## config.mk

```make
export PLATFORM = sky130hd
export DESIGN_NAME = pico_mm_arbiter_flat
export DESIGN_NICKNAME = d
export VERILOG_FILES = /design/src/rtl/pico_mm_arbiter_pkg.sv /design/src/rtl/pico_mm_arbiter_if.sv /design/src/rtl/pico_mm_arbiter_rr_arbiter.sv /design/src/rtl/pico_mm_arbiter.sv /design/src/flat_wrapper.sv
export SDC_FILE = /design/constraint.sdc
export NUM_CORES = 1
export LEC_CHECK = 0
export CAP_MARGIN = 15
export CORE_AREA = 2 2 105 107
export CTS_CLUSTER_SIZE = 24
export DETAILED_ROUTE_END_ITERATION = 6
export DIE_AREA = 0 0 107 109
export GPL_TIMING_DRIVEN = 0
export PLACE_DENSITY = 0.8
export SLEW_MARGIN = 0
export SYNTH_ARGS = -nofsm -noshare
export SYNTH_HDL_FRONTEND = slang
export SYNTH_SLANG_ARGS = --single-unit
```

## constraint.sdc

```tcl
create_clock -name clk -period 4.1 [get_ports clk]
set_clock_uncertainty 0.05 [all_clocks]
set_input_delay 0.615 -clock clk [delete_from_list [all_inputs] [get_ports clk]]
set_output_delay 0.615 -clock clk [all_outputs]
set_load 0.02 [all_outputs]
```

## src/rtl/pico_mm_arbiter_pkg.sv

```systemverilog
// Shared types and the round-robin search used by the PicoMm master arbiter.
// Sized for up to NM_MAX masters so other shared peripherals can reuse it.
package pico_arb_pkg;

  localparam int NM_MAX = 8;
  localparam int IW     = $clog2(NM_MAX);

  typedef struct packed {
    logic          v;
    logic [IW-1:0] id;
  } rd_tag_t;

  typedef struct packed {
    logic          hit;
    logic [IW-1:0] idx;
  } rr_pick_t;

  // Search starts at ptr and wraps by explicit compare, so NM need not be a power of two
  function automatic rr_pick_t rr_pick(input logic [NM_MAX-1:0] req,
                                       input logic [IW-1:0]     ptr,
                                       input int                nm);
    rr_pick_t r;
    int       c;
    r = '0;
    for (int k = 0; k < NM_MAX; k++) begin
      c = int'(ptr) + k;
      if (c > nm - 1) c = c - nm;
      if (k < nm && !r.hit && c >= 0 && c < NM_MAX && req[c]) begin
        r.hit = 1'b1;
        r.idx = IW'(c);
      end
    end
    return r;
  endfunction

endpackage

```

## src/rtl/pico_mm_arbiter_if.sv

```systemverilog
// Bundle of the per-master request side and the single shared slave port.
interface pico_mm_arbiter_if #(
  parameter int NM = 2,
  parameter int AW = 32,
  parameter int DW = 32
);

  logic [NM-1:0][AW-1:0] m_addr;
  logic [NM-1:0]         m_write;
  logic [NM-1:0]         m_read;
  logic [NM-1:0][DW-1:0] m_wrdata;
  logic [NM-1:0]         m_ack;
  logic [DW-1:0]         m_rddata;
  logic [NM-1:0]         m_rdvalid;
  logic [AW-1:0]         s_addr;
  logic                  s_write;
  logic                  s_read;
  logic [DW-1:0]         s_wrdata;
  logic [DW-1:0]         s_rddata;

  // Arbiter view: takes master requests, drives the slave port
  modport slave (
    input  m_addr, m_write, m_read, m_wrdata, s_rddata,
    output m_ack, m_rddata, m_rdvalid, s_addr, s_write, s_read, s_wrdata
  );

  modport master (
    output m_addr, m_write, m_read, m_wrdata, s_rddata,
    input  m_ack, m_rddata, m_rdvalid, s_addr, s_write, s_read, s_wrdata
  );

endinterface

```

## src/rtl/pico_mm_arbiter_rr_arbiter.sv

```systemverilog
// Purely combinational round-robin picker: first request at or after i_ptr wins.
module rr_arbiter
  import pico_arb_pkg::*;
#(
  parameter int NM = 2,
  localparam int PW = $clog2(NM)
) (
  input  logic [NM-1:0] i_req,
  input  logic [PW-1:0] i_ptr,
  output logic          o_hit,
  output logic [PW-1:0] o_idx
);

  rr_pick_t w_pick;

  assign w_pick = rr_pick(NM_MAX'(i_req), IW'(i_ptr), NM);
  assign o_hit  = w_pick.hit;
  assign o_idx  = PW'(w_pick.idx);

endmodule

```

## src/rtl/pico_mm_arbiter.sv

```systemverilog
// Shares one PicoMm slave port between NM masters with per-transaction
// round-robin grants, registered slave timing and tagged read returns.
module pico_mm_arbiter
  import pico_arb_pkg::*;
#(
  parameter int NM    = 2,
  parameter int AW    = 32,
  parameter int DW    = 32,
  parameter int RDLAT = 1
) (
  input  logic               clk,
  input  logic               rst_n,
  pico_mm_arbiter_if.slave   bus
);

  localparam int PW = $clog2(NM);

  logic [NM-1:0] w_req;
  logic          w_hit;
  logic [PW-1:0] w_idx;
  logic [PW-1:0] w_ptr_nxt;
  logic [NM-1:0] w_rdvalid;

  logic [NM-1:0] r_ack;
  logic          r_write;
  logic          r_read;
  logic [AW-1:0] r_addr;
  logic [DW-1:0] r_wrdata;
  logic [PW-1:0] r_ptr;
  logic [PW-1:0] r_id;
  rd_tag_t       r_tag [RDLAT];

  // A master in its ack cycle may still show the old request, so mask it out
  assign w_req = (bus.m_write | bus.m_read) & ~r_ack;

  rr_arbiter #(.NM(NM)) u_rr (
    .i_req (w_req),
    .i_ptr (r_ptr),
    .o_hit (w_hit),
    .o_idx (w_idx)
  );

  assign w_ptr_nxt = (w_idx == PW'(NM - 1)) ? '0 : w_idx + 1'b1;

  always_ff @(posedge clk) begin
    if (!rst_n) begin
      r_ack    <= '0;
      r_write  <= 1'b0;
      r_read   <= 1'b0;
      r_addr   <= '0;
      r_wrdata <= '0;
      r_ptr    <= '0;
      r_id     <= '0;
      for (int i = 0; i < RDLAT; i++) r_tag[i] <= '0;
    end else begin
      r_ack   <= '0;
      r_write <= 1'b0;
      r_read  <= 1'b0;
      if (w_hit) begin
        r_ack[w_idx] <= 1'b1;
        r_addr       <= bus.m_addr[w_idx];
        r_wrdata     <= bus.m_wrdata[w_idx];
        r_write      <= bus.m_write[w_idx];
        r_read       <= bus.m_read[w_idx] & ~bus.m_write[w_idx];
        r_ptr        <= w_ptr_nxt;
        r_id         <= w_idx;
      end
      // Tag enters alongside s_read so the last stage lines up with s_rddata
      r_tag[0] <= '{v: r_read, id: IW'(r_id)};
      for (int i = 1; i < RDLAT; i++) r_tag[i] <= r_tag[i-1];
    end
  end

  always_comb begin
    w_rdvalid = '0;
    for (int i = 0; i < NM; i++)
      w_rdvalid[i] = r_tag[RDLAT-1].v && (r_tag[RDLAT-1].id == IW'(i));
  end

  assign bus.m_ack     = r_ack;
  assign bus.m_rdvalid = w_rdvalid;
  assign bus.m_rddata  = bus.s_rddata;
  assign bus.s_addr    = r_addr;
  assign bus.s_wrdata  = r_wrdata;
  assign bus.s_write   = r_write;
  assign bus.s_read    = r_read;

endmodule

```

## src/flat_wrapper.sv

```systemverilog
// flat-port wrapper written by rule: the top's interface ports become plain ports
module pico_mm_arbiter_flat import pico_arb_pkg::*;
#(
  parameter int NM    = 2,
  parameter int AW    = 32,
  parameter int DW    = 32,
  parameter int RDLAT = 1
)
  (clk, rst_n, bus_m_addr, bus_m_write, bus_m_read, bus_m_wrdata, bus_s_rddata, bus_m_ack, bus_m_rddata, bus_m_rdvalid, bus_s_addr, bus_s_write, bus_s_read, bus_s_wrdata);
  pico_mm_arbiter_if #(.NM(NM), .AW(AW), .DW(DW)) bus_i ();
  input  logic clk;
  input  logic rst_n;
  input wire logic [$bits(bus_i.m_addr)-1:0] bus_m_addr;
  input wire logic [$bits(bus_i.m_write)-1:0] bus_m_write;
  input wire logic [$bits(bus_i.m_read)-1:0] bus_m_read;
  input wire logic [$bits(bus_i.m_wrdata)-1:0] bus_m_wrdata;
  input wire logic [$bits(bus_i.s_rddata)-1:0] bus_s_rddata;
  output wire logic [$bits(bus_i.m_ack)-1:0] bus_m_ack;
  output wire logic [$bits(bus_i.m_rddata)-1:0] bus_m_rddata;
  output wire logic [$bits(bus_i.m_rdvalid)-1:0] bus_m_rdvalid;
  output wire logic [$bits(bus_i.s_addr)-1:0] bus_s_addr;
  output wire logic [$bits(bus_i.s_write)-1:0] bus_s_write;
  output wire logic [$bits(bus_i.s_read)-1:0] bus_s_read;
  output wire logic [$bits(bus_i.s_wrdata)-1:0] bus_s_wrdata;
  assign bus_i.m_addr = bus_m_addr;
  assign bus_i.m_write = bus_m_write;
  assign bus_i.m_read = bus_m_read;
  assign bus_i.m_wrdata = bus_m_wrdata;
  assign bus_i.s_rddata = bus_s_rddata;
  assign bus_m_ack = bus_i.m_ack;
  assign bus_m_rddata = bus_i.m_rddata;
  assign bus_m_rdvalid = bus_i.m_rdvalid;
  assign bus_s_addr = bus_i.s_addr;
  assign bus_s_write = bus_i.s_write;
  assign bus_s_read = bus_i.s_read;
  assign bus_s_wrdata = bus_i.s_wrdata;
  pico_mm_arbiter #(.NM(NM), .AW(AW), .DW(DW), .RDLAT(RDLAT)) u_core (.clk(clk), .rst_n(rst_n), .bus(bus_i));
endmodule
```

==> run_summary.xml, run 1 <==
<?xml version="1.0" encoding="UTF-8"?>
<metrics>
  <group name="clock_network">
    <metric name="cts-root-to-sink-buffers" unit="">2</metric>
    <metric name="clk_root_buffer_cell" unit="">clkbuf_8</metric>
    <metric name="insertion_delay" unit="ns">0.33</metric>
    <metric name="tritoncts" unit="">done</metric>
    <metric name="hold_buffers" unit="">0</metric>
    <metric name="ctsHtreeMaxLevel" unit="">3</metric>
    <metric name="post-cts-setup-buffers" unit="">0</metric>
    <metric name="path_clk_slew" unit="ns">0.07</metric>
    <metric name="numCtsBuffers" unit="">9</metric>
    <metric name="post_cts.resized_instances" unit="">0</metric>
    <metric name="clkSinkCount" unit="">72</metric>
  </group>
  <group name="timing">
    <metric name="layout_setup_ws" unit="ns">1.944</metric>
    <metric name="post-route-min-period" unit="ns">2.156</metric>
    <metric name="timing_max_transition_violations_final" unit="">0</metric>
    <metric name="finalHoldViolCount" unit="">0</metric>
    <metric name="max_slew.worst_pin.slew" unit="ns">0.6089</metric>
    <metric name="max-slew-margin-rel" unit="%">59.40</metric>
    <metric name="setup_viol_count_final" unit="">0</metric>
    <metric name="achievable-frequency" unit="GHz">0.4639</metric>
    <metric name="grt_setup_unrepaired" unit="">no</metric>
    <metric name="totalNegativeSetupSlack" unit="ns">0</metric>
    <metric name="fraction_of_the_cycle_the_final_worst_path_needs" unit="%">52.58</metric>
  </group>
  <group name="yosys">
    <metric name="postSynthNetCount" unit="">544</metric>
    <metric name="synth_adder_area_share" unit="%">0</metric>
    <metric name="synth_top_family_by_area" unit="">compound AO/OA/AOI/OAI gates</metric>
    <metric name="synthesis.area" unit="sq um">3463</metric>
    <metric name="post_synth_inst_count" unit="">378</metric>
    <metric name="synth.top_cell.area_share" unit="%">41.62</metric>
    <metric name="synth.lib_cells_used.distinct" unit="">25</metric>
    <metric name="synth-seq-area-share" unit="%">41.62</metric>
    <metric name="synth.mux.area_fraction" unit="%">0.2890</metric>
    <metric name="synth_xor_xnor_area_share" unit="%">0</metric>
    <metric name="yosys_register_bits" unit="">72</metric>
    <metric name="synth.largest_area_cell" unit="">dfxtp_1</metric>
    <metric name="synthesis.yosys.warnings" unit="">0</metric>
    <metric name="ys_top_cells_by_area" unit="">dfxtp_1 42%, a21oi_2 15%, buf_4 8.7%</metric>
    <metric name="synth-compound-area-share" unit="%">33.49</metric>
    <metric name="synth_simple_gate_area_share" unit="%">10.55</metric>
    <metric name="synth_area_per_cell" unit="sq um">9.162</metric>
  </group>
  <group name="critical_path">
    <metric name="critPathKind" unit="">input port to flip-flop</metric>
    <metric name="reg2reg_depth" unit="">6</metric>
    <metric name="timing.reg2reg.setup_slack" unit="ns">2.42</metric>
    <metric name="critPathLaunchType" unit="">input port</metric>
    <metric name="crit_arrival" unit="ns">2.37</metric>
    <metric name="worst_path_most_repeated_cell" unit="">clkbuf_1</metric>
    <metric name="timing.critical_path.fanout_max" unit="">10</metric>
    <metric name="critical_path.cell_chain" unit="">clkdlybuf4s50_1, clkbuf_1, clkbuf_1, o21ai_0, a21oi_2</metric>
    <metric name="timing.critical_path.max_delay_family" unit="">buffers and inverters</metric>
    <metric name="worst-path-buf-inv" unit="">3</metric>
    <metric name="crit_required" unit="ns">4.32</metric>
    <metric name="setup.worst_path.end_class" unit="">flip-flop</metric>
    <metric name="critical_path.slowest_cell" unit="">clkdlybuf4s50_1</metric>
    <metric name="critPathMaxStageDelay" unit="ns">0.53</metric>
    <metric name="r2r_start" unit="">u_core.bus.m_ack[0]$_SDFF_PN0_</metric>
    <metric name="rr_endpoint" unit="">u_core.bus.s_addr[29]$_SDFFE_PN0P_</metric>
  </group>
  <group name="detailed_routing">
    <metric name="detail_route.wirelength" unit="mm">11.98</metric>
    <metric name="vias" unit="">3710</metric>
    <metric name="starting_drc_count_in_detailed_routing" unit="">133</metric>
    <metric name="post_detailed_route_count_of_antenna_violating_nets" unit="">0</metric>
    <metric name="drtPass1Iterations" unit="">4</metric>
    <metric name="avgRoutedWirePerCell" unit="um">15.58</metric>
    <metric name="drt_drc_violations_left" unit="">0</metric>
    <metric name="vias_per_cell" unit="">4.824</metric>
  </group>
  <group name="final_layout">
    <metric name="syn2layout_area_growth" unit="%">79.91</metric>
    <metric name="final_core_utilization" unit="%">58.77</metric>
    <metric name="post_route_cells_drive_above_1_share" unit="%">21.46</metric>
    <metric name="final_design_area_no_fill" unit="sq um">6231</metric>
    <metric name="filler_cell_count" unit="">911</metric>
    <metric name="nets" unit="">790</metric>
    <metric name="antenna_cell_count" unit="">0</metric>
    <metric name="layout.cells.most_common" unit="">clkdlybuf4s50_1</metric>
    <metric name="leading_cell_types_in_the_layout_fill_and_taps_excluded" unit="">235 x clkdlybuf4s50_1, 72 x dfxtp_1, 60 x a21oi_2</metric>
  </group>
  <group name="floorplan">
    <metric name="placementRows" unit="">38</metric>
    <metric name="coreArea" unit="sq um">10600</metric>
    <metric name="die_height" unit="um">109</metric>
    <metric name="floorplan.die_area" unit="sq um">11660</metric>
    <metric name="die_w" unit="um">107</metric>
    <metric name="io_pins" unit="">268</metric>
    <metric name="initial_core_util" unit="%">32.66</metric>
  </group>
  <group name="worst_hold_path">
    <metric name="min_to" unit="">u_core.r_tag[0][0]$_SDFF_PN0_</metric>
    <metric name="hold_path.class" unit="">flip-flop to flip-flop</metric>
    <metric name="worst_hold_startpoint" unit="">u_core.r_id$_SDFFE_PN0P_</metric>
    <metric name="hold_depth" unit="">1</metric>
  </group>
  <group name="status">
    <metric name="status" unit="">completed</metric>
  </group>
  <group name="place">
    <metric name="place_congestion" unit="">0.7723</metric>
    <metric name="dp_hpwl" unit="mm">9.184</metric>
    <metric name="post_dp_cell_area" unit="sq um">5991</metric>
    <metric name="dp_worst_setup_slack" unit="ns">1.633</metric>
    <metric name="input_output_buffers" unit="">235</metric>
  </group>
  <group name="grt">
    <metric name="track_usage" unit="%">19.86</metric>
    <metric name="grtUsageMet3" unit="%">4.842</metric>
    <metric name="top_usage_layer_grt" unit="">met2</metric>
    <metric name="fraction_of_met1_tracks_used_by_global_routing" unit="%">22.63</metric>
    <metric name="grt_overflow" unit="">0</metric>
    <metric name="grt.met2_usage" unit="%">36.76</metric>
    <metric name="maximum_number_of_pins_on_one_net_before_global_route_repair" unit="">13</metric>
    <metric name="grt_first_pass_wirelength" unit="mm">18.29</metric>
    <metric name="first_global_vias" unit="">3685</metric>
    <metric name="antenna_found_initial" unit="">0</metric>
  </group>
  <group name="pwr">
    <metric name="leakage" unit="uW">0.002467</metric>
    <metric name="cellPowerDensity" unit="nW/um^2">377.5</metric>
    <metric name="irDropWorstVdd" unit="V">0.0002042</metric>
  </group>
  <group name="flow_run">
    <metric name="max_cap_viol_count" unit="">0</metric>
  </group>
</metrics>
-- worst max-delay path by stage --
stage	from	end	slack (ns)	depth (start not counted)
2_1_floorplan	bus_m_write[1]	u_core.bus.s_addr[25]$_SDFFE_PN0P_	2.41	6
3_3_place_gp	rst_n	u_core.bus.s_wrdata[2]$_SDFFE_PN0P_	1.69	5
3_5_place_dp	rst_n	u_core.bus.s_wrdata[2]$_SDFFE_PN0P_	1.63	5
4_1_cts	u_core.r_tag[0][1]$_SDFF_PN0_	bus_m_rdvalid[0]	1.96	2
5_1_grt	rst_n	u_core.bus.s_addr[27]$_SDFFE_PN0P_	1.86	5
6_report	rst_n	u_core.bus.s_addr[29]$_SDFFE_PN0P_	1.94	5
-- synthesized netlist by cell type --
cell / n
a221o_1: 18
nor2_1: 4
buf_4: 40
and2_4: 1
inv_1: 2
o21ba_2: 1
o21bai_2: 2
a21o_1: 1
nor3_1: 1
buf_12: 4
and2_1: 3
nor3_4: 1
buf_6: 2
a21oi_1: 33
clkbuf_1: 11
a21oi_2: 60
o21bai_4: 1
nand2_1: 47
dfxtp_1: 72
nor2b_1: 1
buf_2: 7
o21ai_0: 39
and3_1: 19
mux2i_1: 1
o21ai_1: 7
-- cell families after synthesis --
kind of cell	Yosys count
AND/OR/NAND/NOR	77
flip-flops	72
multiplexers	1
buffers and inverters	66
AO/OA/AOI/OAI	162
-- flip-flops by register name (all words and copies together), names as in the netlist --
name / cells
u_core.r_ptr: 1
u_core.r_id: 1
u_core.r_tag: 2
u_core.bus.s_addr: 32
u_core.bus.m_ack: 2
u_core.bus.s_write: 1
u_core.bus.s_wrdata: 32
u_core.bus.s_read: 1
-- worst reg2reg max path: stages (launching register included) --
cell	delay [ns]
dfxtp_1	0.33
o21bai_4	0.22
nand2_1	0.11
buf_4	0.19
clkbuf_1	0.39
o21ai_0	0.19
a21oi_2	0.13
-- per-stage QoR --
step	total power, uW	cells	hold slack, ns
global route	2467	769	0.4560
detailed placement	1708	753	0.4010
global placement	1694	753	0.3937
finish	2352	769	0.4151
floorplan	1295	378	0.3784
CTS	2378	769	0.4177
-- routing by layer --
layer / part of all wire, % / up-vias
met1: 40 / 1738
met4: 1.4 / 0
met3: 7.6 / 12
li1: - / 1793
met2: 51 / 167
met5: 0 / -
-- layout make-up --
type	count	area, sq um	area share, %
Multi-Input combinational cell	240	1535	24.64
Inverter	2	7.507	0.1205
Sequential cell	72	1441	23.13
Timing Repair Buffer	235	2352	37.75
Clock buffer	12	165.2	2.651
Tap cell	140	175.2	2.811
Buffer	64	479.2	7.691
Clock inverter	4	75.07	1.205
-- report_power, final --
part	switching, uW	internal [uW]	total (uW)
Combinational	412	444	856
Sequential	45.0	790	835
Clock	268	393	661
No activity file was read; power rests on OpenSTA's default activity.
==> inputs of run 2 (changes only) <==
--- a/config.mk
+++ b/config.mk
@@ -6,12 +6,12 @@
 export NUM_CORES = 1
 export LEC_CHECK = 0
 export CAP_MARGIN = 15
-export CORE_AREA = 2 2 105 107
+export CORE_AREA = 2 2 104 106
 export CTS_CLUSTER_SIZE = 24
 export DETAILED_ROUTE_END_ITERATION = 6
-export DIE_AREA = 0 0 107 109
+export DIE_AREA = 0 0 106 108
 export GPL_TIMING_DRIVEN = 0
-export PLACE_DENSITY = 0.8
+export PLACE_DENSITY = 0.81
 export SLEW_MARGIN = 0
 export SYNTH_ARGS = -nofsm -noshare
 export SYNTH_HDL_FRONTEND = slang
==> constraint.sdc (replaced) <==
create_clock -name clk -period 2.11 [get_ports clk]
set_clock_uncertainty 0.05 [all_clocks]
set_input_delay 0.3165 -clock clk [delete_from_list [all_inputs] [get_ports clk]]
set_output_delay 0.3165 -clock clk [all_outputs]
set_load 0.02 [all_outputs]
==> run 2 against run 1 <==
Clock-buffer cell count fell by 3. Critical endpoint is now u_core.bus.s_wrdata[7]$_SDFFE_PN0P_. Via count fell by 0.46%. Sequential power rose by 94%. Global-route usage rose by 0.35 points. First-iteration DRC count rose by 12%. Largest power group unchanged. Setup slack got worse by 1.6 ns. Flip-flop and latch count did not move. Routed wire length rose by 1.4%. Core utilization rose by 2.2 points. Non-clock buffer count did not move. Cell area rose by 0.18%.
==> run_summary.xml, run 2 (synthesis gave the netlist of run 1 again) <==
<?xml version="1.0" encoding="UTF-8"?>
<metrics>
  <group name="status">
    <metric name="status" unit="">completed</metric>
  </group>
  <group name="detailed_routing">
    <metric name="starting_drc_count_in_detailed_routing" unit="">149</metric>
    <metric name="detail_route.wirelength" unit="mm">12.15</metric>
    <metric name="drtPass1Iterations" unit="">4</metric>
    <metric name="avgRoutedWirePerCell" unit="um">15.90</metric>
    <metric name="vias_per_cell" unit="">4.834</metric>
    <metric name="post_detailed_route_count_of_antenna_violating_nets" unit="">0</metric>
    <metric name="drt_drc_violations_left" unit="">0</metric>
    <metric name="vias" unit="">3693</metric>
  </group>
  <group name="worst_hold_path">
    <metric name="hold_depth" unit="">1</metric>
    <metric name="min_to" unit="">u_core.r_tag[0][0]$_SDFF_PN0_</metric>
    <metric name="worst_hold_startpoint" unit="">u_core.r_id$_SDFFE_PN0P_</metric>
    <metric name="hold_path.class" unit="">flip-flop to flip-flop</metric>
  </group>
  <group name="critical_path">
    <metric name="crit_arrival" unit="ns">2.03</metric>
    <metric name="rr_endpoint" unit="">u_core.bus.s_addr[29]$_SDFFE_PN0P_</metric>
    <metric name="r2r_start" unit="">u_core.bus.m_ack[0]$_SDFF_PN0_</metric>
    <metric name="setup.worst_path.end_class" unit="">flip-flop</metric>
    <metric name="critPathLaunchType" unit="">input port</metric>
    <metric name="reg2reg_depth" unit="">6</metric>
    <metric name="timing.reg2reg.setup_slack" unit="ns">0.45</metric>
    <metric name="critPathKind" unit="">input port to flip-flop</metric>
    <metric name="timing.critical_path.fanout_max" unit="">10</metric>
    <metric name="crit_required" unit="ns">2.33</metric>
  </group>
  <group name="flow_run">
    <metric name="max_cap_viol_count" unit="">0</metric>
  </group>
  <group name="clock_network">
    <metric name="hold_buffers" unit="">0</metric>
    <metric name="post-cts-setup-buffers" unit="">0</metric>
    <metric name="cts-root-to-sink-buffers" unit="">2</metric>
    <metric name="path_clk_slew" unit="ns">0.07</metric>
    <metric name="ctsHtreeMaxLevel" unit="">3</metric>
    <metric name="post_cts.resized_instances" unit="">0</metric>
    <metric name="tritoncts" unit="">done</metric>
    <metric name="clk_root_buffer_cell" unit="">clkbuf_8</metric>
    <metric name="insertion_delay" unit="ns">0.33</metric>
    <metric name="clkSinkCount" unit="">72</metric>
    <metric name="numCtsBuffers" unit="">9</metric>
  </group>
  <group name="grt">
    <metric name="grt_first_pass_wirelength" unit="mm">18.37</metric>
    <metric name="antenna_found_initial" unit="">0</metric>
    <metric name="track_usage" unit="%">20.21</metric>
    <metric name="grt_overflow" unit="">0</metric>
    <metric name="maximum_number_of_pins_on_one_net_before_global_route_repair" unit="">13</metric>
    <metric name="first_global_vias" unit="">3682</metric>
  </group>
  <group name="pwr">
    <metric name="leakage" unit="uW">0.002478</metric>
    <metric name="netSwitchingFraction" unit="%">29.98</metric>
    <metric name="cellPowerDensity" unit="nW/um^2">753.7</metric>
    <metric name="total_power" unit="uW">4705</metric>
    <metric name="power.net_switching" unit="uW">1411</metric>
    <metric name="power.internal" unit="uW">3294</metric>
    <metric name="irDropWorstVdd" unit="V">0.0003738</metric>
    <metric name="seq_power_share" unit="%">34.5</metric>
    <metric name="power.share.clock" unit="%">30.2</metric>
    <metric name="share_comb_of_total_power" unit="%">35.3</metric>
  </group>
  <group name="timing">
    <metric name="setup_viol_count_final" unit="">0</metric>
    <metric name="max-slew-margin-rel" unit="%">63.57</metric>
    <metric name="grt_setup_unrepaired" unit="">no</metric>
    <metric name="max_slew.worst_pin.slew" unit="ns">0.5464</metric>
    <metric name="timing_max_transition_violations_final" unit="">0</metric>
    <metric name="achievable-frequency" unit="GHz">0.5508</metric>
    <metric name="post-route-min-period" unit="ns">1.815</metric>
    <metric name="finalHoldViolCount" unit="">0</metric>
    <metric name="fraction_of_the_cycle_the_final_worst_path_needs" unit="%">86.04</metric>
  </group>
  <group name="floorplan">
    <metric name="placementRows" unit="">37</metric>
    <metric name="initial_core_util" unit="%">33.85</metric>
    <metric name="die_w" unit="um">106</metric>
    <metric name="floorplan.die_area" unit="sq um">11450</metric>
    <metric name="io_pins" unit="">268</metric>
    <metric name="coreArea" unit="sq um">10230</metric>
    <metric name="die_height" unit="um">108</metric>
  </group>
  <group name="place">
    <metric name="placed_cells" unit="">749</metric>
    <metric name="place_congestion" unit="">0.8047</metric>
    <metric name="input_output_buffers" unit="">235</metric>
    <metric name="dp_hpwl" unit="mm">9.317</metric>
  </group>
  <group name="final_layout">
    <metric name="post_route_cells_drive_above_1_share" unit="%">21.34</metric>
    <metric name="final-instance-count-excl-fill" unit="">764</metric>
    <metric name="antenna_cell_count" unit="">0</metric>
    <metric name="nets" unit="">790</metric>
    <metric name="syn2layout_area_growth" unit="%">80.24</metric>
    <metric name="layout.cells.most_common" unit="">clkdlybuf4s50_1</metric>
    <metric name="leading_cell_types_in_the_layout_fill_and_taps_excluded" unit="">235 x clkdlybuf4s50_1, 72 x dfxtp_1, 60 x a21oi_2</metric>
  </group>
</metrics>
[run 2: routing by layer]
| layer | wire length, um | vias to the layer above | track usage, % |
|---|---|---|---|
| met2 | 6229 | 174 | 36.68 |
| met5 | 0 | - | 0 |
| met4 | 195 | 0 | 7.425 |
| met1 | 4837 | 1713 | 23.27 |
| met3 | 885 | 15 | 4.641 |
| li1 | - | 1791 | - |
[run 2: per-stage QoR]
stage	cell area, sq um	setup TNS, ns	hold slack (ns)	utilization, %	worst slack [ns]
finish	6242	0	0.4193	61.01	0.2945
global route	6242	0	0.4544	61.01	0.1584
CTS	6242	0	0.4222	61.01	0.3007
detailed placement	5986	-0.08486	0.4024	58.51	-0.03463
global placement	5986	0	0.3962	58.51	0.01844
floorplan	3463	0	0.3784	-	0.6097
[run 2: power by group through the flow]
stage | logic, uW | registers [uW] | clock network [uW]
after global routing | 1770 | 1640 | 1510
after floorplan | 669 | 1850 | 0
final | 1660 | 1620 | 1420
after global placement | 1650 | 1640 | 0
after CTS | 1680 | 1620 | 1460
after detailed placement | 1670 | 1650 | 0
[run 2: worst max path at each step]
stage / from / endpoint
final: rst_n / u_core.bus.s_wrdata[7]$_SDFFE_PN0P_
after global routing: rst_n / u_core.bus.s_addr[19]$_SDFFE_PN0P_
after CTS: u_core.r_tag[0][0]$_SDFF_PN0_ / bus_m_rdvalid[1]
after detailed placement: bus_m_write[0] / u_core.bus.s_wrdata[7]$_SDFFE_PN0P_
after global placement: rst_n / u_core.bus.s_wrdata[14]$_SDFFE_PN0P_
after floorplan: u_core.bus.m_ack[1]$_SDFF_PN0_ / u_core.bus.s_addr[0]$_SDFFE_PN0P_
[run 2: layout make-up]
cell class	instances	area [sq um]
fillers	885	3989
repair buffers	235	2352
multi-input cells	240	1535
flip-flops and latches	72	1441
plain buffers	64	479.2
well taps	136	170.2
clock inverters	6	132.6
clock buffers	9	123.9
inverters	2	7.507
[run 2: worst max-delay path, cell delays in order]
cell and delay (ns):
clkdlybuf4s50_1 0.53, clkbuf_1 0.45, clkbuf_1 0.38, o21ai_0 0.21
a21oi_2 0.14
==> inputs of run 3 (changes only) <==
--- a/config.mk
+++ b/config.mk
@@ -6,12 +6,13 @@
 export NUM_CORES = 1
 export LEC_CHECK = 0
 export CAP_MARGIN = 15
-export CORE_AREA = 2 2 104 106
+export CORE_ASPECT_RATIO = 0.7
+export CORE_MARGIN = 4
+export CORE_UTILIZATION = 34
 export CTS_CLUSTER_SIZE = 24
 export DETAILED_ROUTE_END_ITERATION = 6
-export DIE_AREA = 0 0 106 108
 export GPL_TIMING_DRIVEN = 0
-export PLACE_DENSITY = 0.81
+export PLACE_DENSITY = 0.82
 export SLEW_MARGIN = 0
 export SYNTH_ARGS = -nofsm -noshare
 export SYNTH_HDL_FRONTEND = slang
==> constraint.sdc (replaced) <==
create_clock -name clk -period 2 [get_ports clk]
set_clock_uncertainty 0.05 [all_clocks]
set_input_delay 0.3 -clock clk [delete_from_list [all_inputs] [get_ports clk]]
set_output_delay 0.3 -clock clk [all_outputs]
set_load 0.02 [all_outputs]
==> run 3 against run 2 <==
Flip-flop and latch count unchanged. Total power increased by 5.8%. Sequential share of layout area barely moved. Non-clock buffer count unchanged. Cell area increased by 0.18%. Critical path depth grew 2. Critical endpoint is now u_core.bus.s_addr[29]$_SDFFE_PN0P_. Combinational power increased by 7%. First-iteration DRC count increased by 19%.
==> run_summary.xml, run 3 (synthesis gave the netlist of run 1 again) <==
<?xml version="1.0" encoding="UTF-8"?>
<metrics>
  <group name="critical_path">
    <metric name="timing.reg2reg.setup_slack" unit="ns">0.28</metric>
    <metric name="crit_arrival" unit="ns">2.00</metric>
    <metric name="reg2reg_depth" unit="">6</metric>
    <metric name="crit_required" unit="ns">2.16</metric>
    <metric name="timing.critical_path.fanout_max" unit="">10</metric>
    <metric name="setup.worst_path.end_class" unit="">flip-flop</metric>
    <metric name="critPathKind" unit="">input port to flip-flop</metric>
    <metric name="rr_endpoint" unit="">u_core.bus.s_addr[29]$_SDFFE_PN0P_</metric>
    <metric name="r2r_start" unit="">u_core.bus.m_ack[1]$_SDFF_PN0_</metric>
    <metric name="critPathLaunchType" unit="">input port</metric>
  </group>
  <group name="timing">
    <metric name="grt_setup_unrepaired" unit="">no</metric>
    <metric name="finalHoldViolCount" unit="">0</metric>
    <metric name="max-slew-margin-rel" unit="%">64.09</metric>
    <metric name="timing_max_transition_violations_final" unit="">0</metric>
    <metric name="post-route-min-period" unit="ns">1.833</metric>
    <metric name="layout_setup_ws" unit="ns">0.1669</metric>
    <metric name="max_slew.worst_pin.slew" unit="ns">0.5386</metric>
    <metric name="setup_viol_count_final" unit="">0</metric>
    <metric name="achievable-frequency" unit="GHz">0.5455</metric>
    <metric name="fraction_of_the_cycle_the_final_worst_path_needs" unit="%">91.65</metric>
  </group>
  <group name="clock_network">
    <metric name="clkSinkCount" unit="">72</metric>
    <metric name="ctsHtreeMaxLevel" unit="">3</metric>
    <metric name="path_clk_slew" unit="ns">0.06</metric>
    <metric name="insertion_delay" unit="ns">0.33</metric>
    <metric name="tritoncts" unit="">done</metric>
    <metric name="cts-root-to-sink-buffers" unit="">2</metric>
    <metric name="clk_root_buffer_cell" unit="">clkbuf_16</metric>
    <metric name="numCtsBuffers" unit="">9</metric>
  </group>
  <group name="floorplan">
    <metric name="die_w" unit="um">128.6</metric>
    <metric name="floorplan.die_area" unit="sq um">11890</metric>
    <metric name="die_height" unit="um">92.44</metric>
    <metric name="placementRows" unit="">30</metric>
    <metric name="io_pins" unit="">268</metric>
    <metric name="coreArea" unit="sq um">9797</metric>
    <metric name="initial_core_util" unit="%">35.35</metric>
  </group>
  <group name="detailed_routing">
    <metric name="vias" unit="">3716</metric>
    <metric name="post_detailed_route_count_of_antenna_violating_nets" unit="">0</metric>
    <metric name="drt_drc_violations_left" unit="">0</metric>
    <metric name="starting_drc_count_in_detailed_routing" unit="">177</metric>
    <metric name="avgRoutedWirePerCell" unit="um">17.47</metric>
    <metric name="detail_route.wirelength" unit="mm">13.23</metric>
    <metric name="vias_per_cell" unit="">4.909</metric>
    <metric name="drtPass1Iterations" unit="">4</metric>
  </group>
  <group name="final_layout">
    <metric name="syn2layout_area_growth" unit="%">80.56</metric>
    <metric name="multi_input_area" unit="sq um">1535</metric>
    <metric name="nets" unit="">790</metric>
    <metric name="filler_cell_count" unit="">796</metric>
    <metric name="final_design_area_no_fill" unit="sq um">6254</metric>
    <metric name="area_occupied_by_registers" unit="sq um">1441</metric>
    <metric name="post_route_cells_drive_above_1_share" unit="%">21.34</metric>
    <metric name="layout.cells.most_common" unit="">clkdlybuf4s50_1</metric>
    <metric name="final_core_utilization" unit="%">63.83</metric>
    <metric name="leading_cell_types_in_the_layout_fill_and_taps_excluded" unit="">235 x clkdlybuf4s50_1, 72 x dfxtp_1, 60 x a21oi_2</metric>
  </group>
  <group name="place">
    <metric name="post_dp_cell_area" unit="sq um">5976</metric>
    <metric name="dp_hpwl" unit="mm">10.15</metric>
    <metric name="dp_worst_setup_slack" unit="ns">-0.2156</metric>
    <metric name="place_congestion" unit="">0.8082</metric>
    <metric name="input_output_buffers" unit="">235</metric>
  </group>
  <group name="grt">
    <metric name="track_usage" unit="%">21.20</metric>
    <metric name="antenna_found_initial" unit="">0</metric>
    <metric name="first_global_vias" unit="">3844</metric>
    <metric name="grt_first_pass_wirelength" unit="mm">19.91</metric>
    <metric name="maximum_number_of_pins_on_one_net_before_global_route_repair" unit="">12</metric>
    <metric name="grt_overflow" unit="">0</metric>
  </group>
  <group name="pwr">
    <metric name="total_power" unit="uW">4977</metric>
    <metric name="cellPowerDensity" unit="nW/um^2">795.9</metric>
    <metric name="leakage" unit="uW">0.002490</metric>
    <metric name="irDropWorstVdd" unit="V">0.0004473</metric>
  </group>
  <group name="flow_run">
    <metric name="max_cap_viol_count" unit="">0</metric>
  </group>
  <group name="worst_hold_path">
    <metric name="worst_hold_startpoint" unit="">u_core.r_id$_SDFFE_PN0P_</metric>
    <metric name="min_to" unit="">u_core.r_tag[0][0]$_SDFF_PN0_</metric>
    <metric name="hold_path.class" unit="">flip-flop to flip-flop</metric>
    <metric name="hold_depth" unit="">1</metric>
  </group>
  <group name="status">
    <metric name="status" unit="">completed</metric>
  </group>
</metrics>
run 3: cell count changes in the layout (fill, tap and decap cells not counted):
cell       before  now
clkbuf_2        0    1
clkinv_2        1    2
bufinv_16       4    0
clkbuf_16       0    9
diode_2         0    1
clkbuf_8        9    2
run 3: how the worst max path moves through the flow:
stage | startpoint | endpoint | slack (ns) | depth (start not counted)
6_report | bus_m_write[0] | u_core.bus.s_addr[29]$_SDFFE_PN0P_ | 0.17 | 7
3_5_place_dp | rst_n | u_core.bus.s_addr[18]$_SDFFE_PN0P_ | -0.22 | 5
4_1_cts | rst_n | u_core.bus.s_addr[18]$_SDFFE_PN0P_ | 0.12 | 5
2_1_floorplan | u_core.bus.m_ack[1]$_SDFF_PN0_ | u_core.bus.s_addr[0]$_SDFFE_PN0P_ | 0.50 | 5
3_3_place_gp | bus_m_write[0] | u_core.bus.s_wrdata[2]$_SDFFE_PN0P_ | -0.13 | 7
5_1_grt | bus_m_write[0] | u_core.bus.s_addr[26]$_SDFFE_PN0P_ | 0.04 | 7
run 3: final cells by class:
class / count / area share, %
Antenna cell: 1 / 0.04002
Buffer: 64 / 7.683
Clock buffer: 12 / 4.102
Clock inverter: 3 / 0.2801
Inverter: 2 / 0.1200
Multi-Input combinational cell: 240 / 24.55
Sequential cell: 72 / 23.05
Tap cell: 128 / 2.561
Timing Repair Buffer: 235 / 37.62
run 3: critical path: stages:
cell             delay (ns)
clkdlybuf4s50_1        0.46
o21bai_4               0.28
nand2_1                0.17
buf_4                  0.21
clkbuf_1               0.25
o21ai_0                0.28
a21oi_2                0.04
run 3: per-stage QoR:
stage | setup TNS [ns] | hold WS, ns | cells
6_report | 0 | 0.4072 | 757
2_1_floorplan | 0 | 0.3784 | 378
4_1_cts | 0 | 0.4089 | 756
5_1_grt | 0 | 0.4483 | 756
3_3_place_gp | -2.798 | 0.3976 | 741
3_5_place_dp | -5.623 | 0.3907 | 741
run 3: repair_timing:
| item | in CTS | in global routing |
|---|---|---|
| hold buffers | 0 | 0 |
| endpoints found under the setup margin | 0 | 5 |
| resized for setup | 0 | 2 |
| buffers inserted | 0 | 0 |
| endpoints found under the hold margin | 0 | 0 |
run 3: metal layers:
metal | vias up | global-route usage, % | routed length, um
met5 | - | 0 | 0
met4 | 0 | 7.080 | 249
met3 | 23 | 8.530 | 1224
met2 | 182 | 36.31 | 6406
met1 | 1720 | 24.00 | 5348
li1 | 1791 | - | -
run 3: where the power goes:
| part | total (uW) | internal, uW | switching (uW) |
|---|---|---|---|
| registers | 1710 | 1620 | 91.9 |
| clock network | 1490 | 896 | 597 |
| logic | 1770 | 911 | 859 |
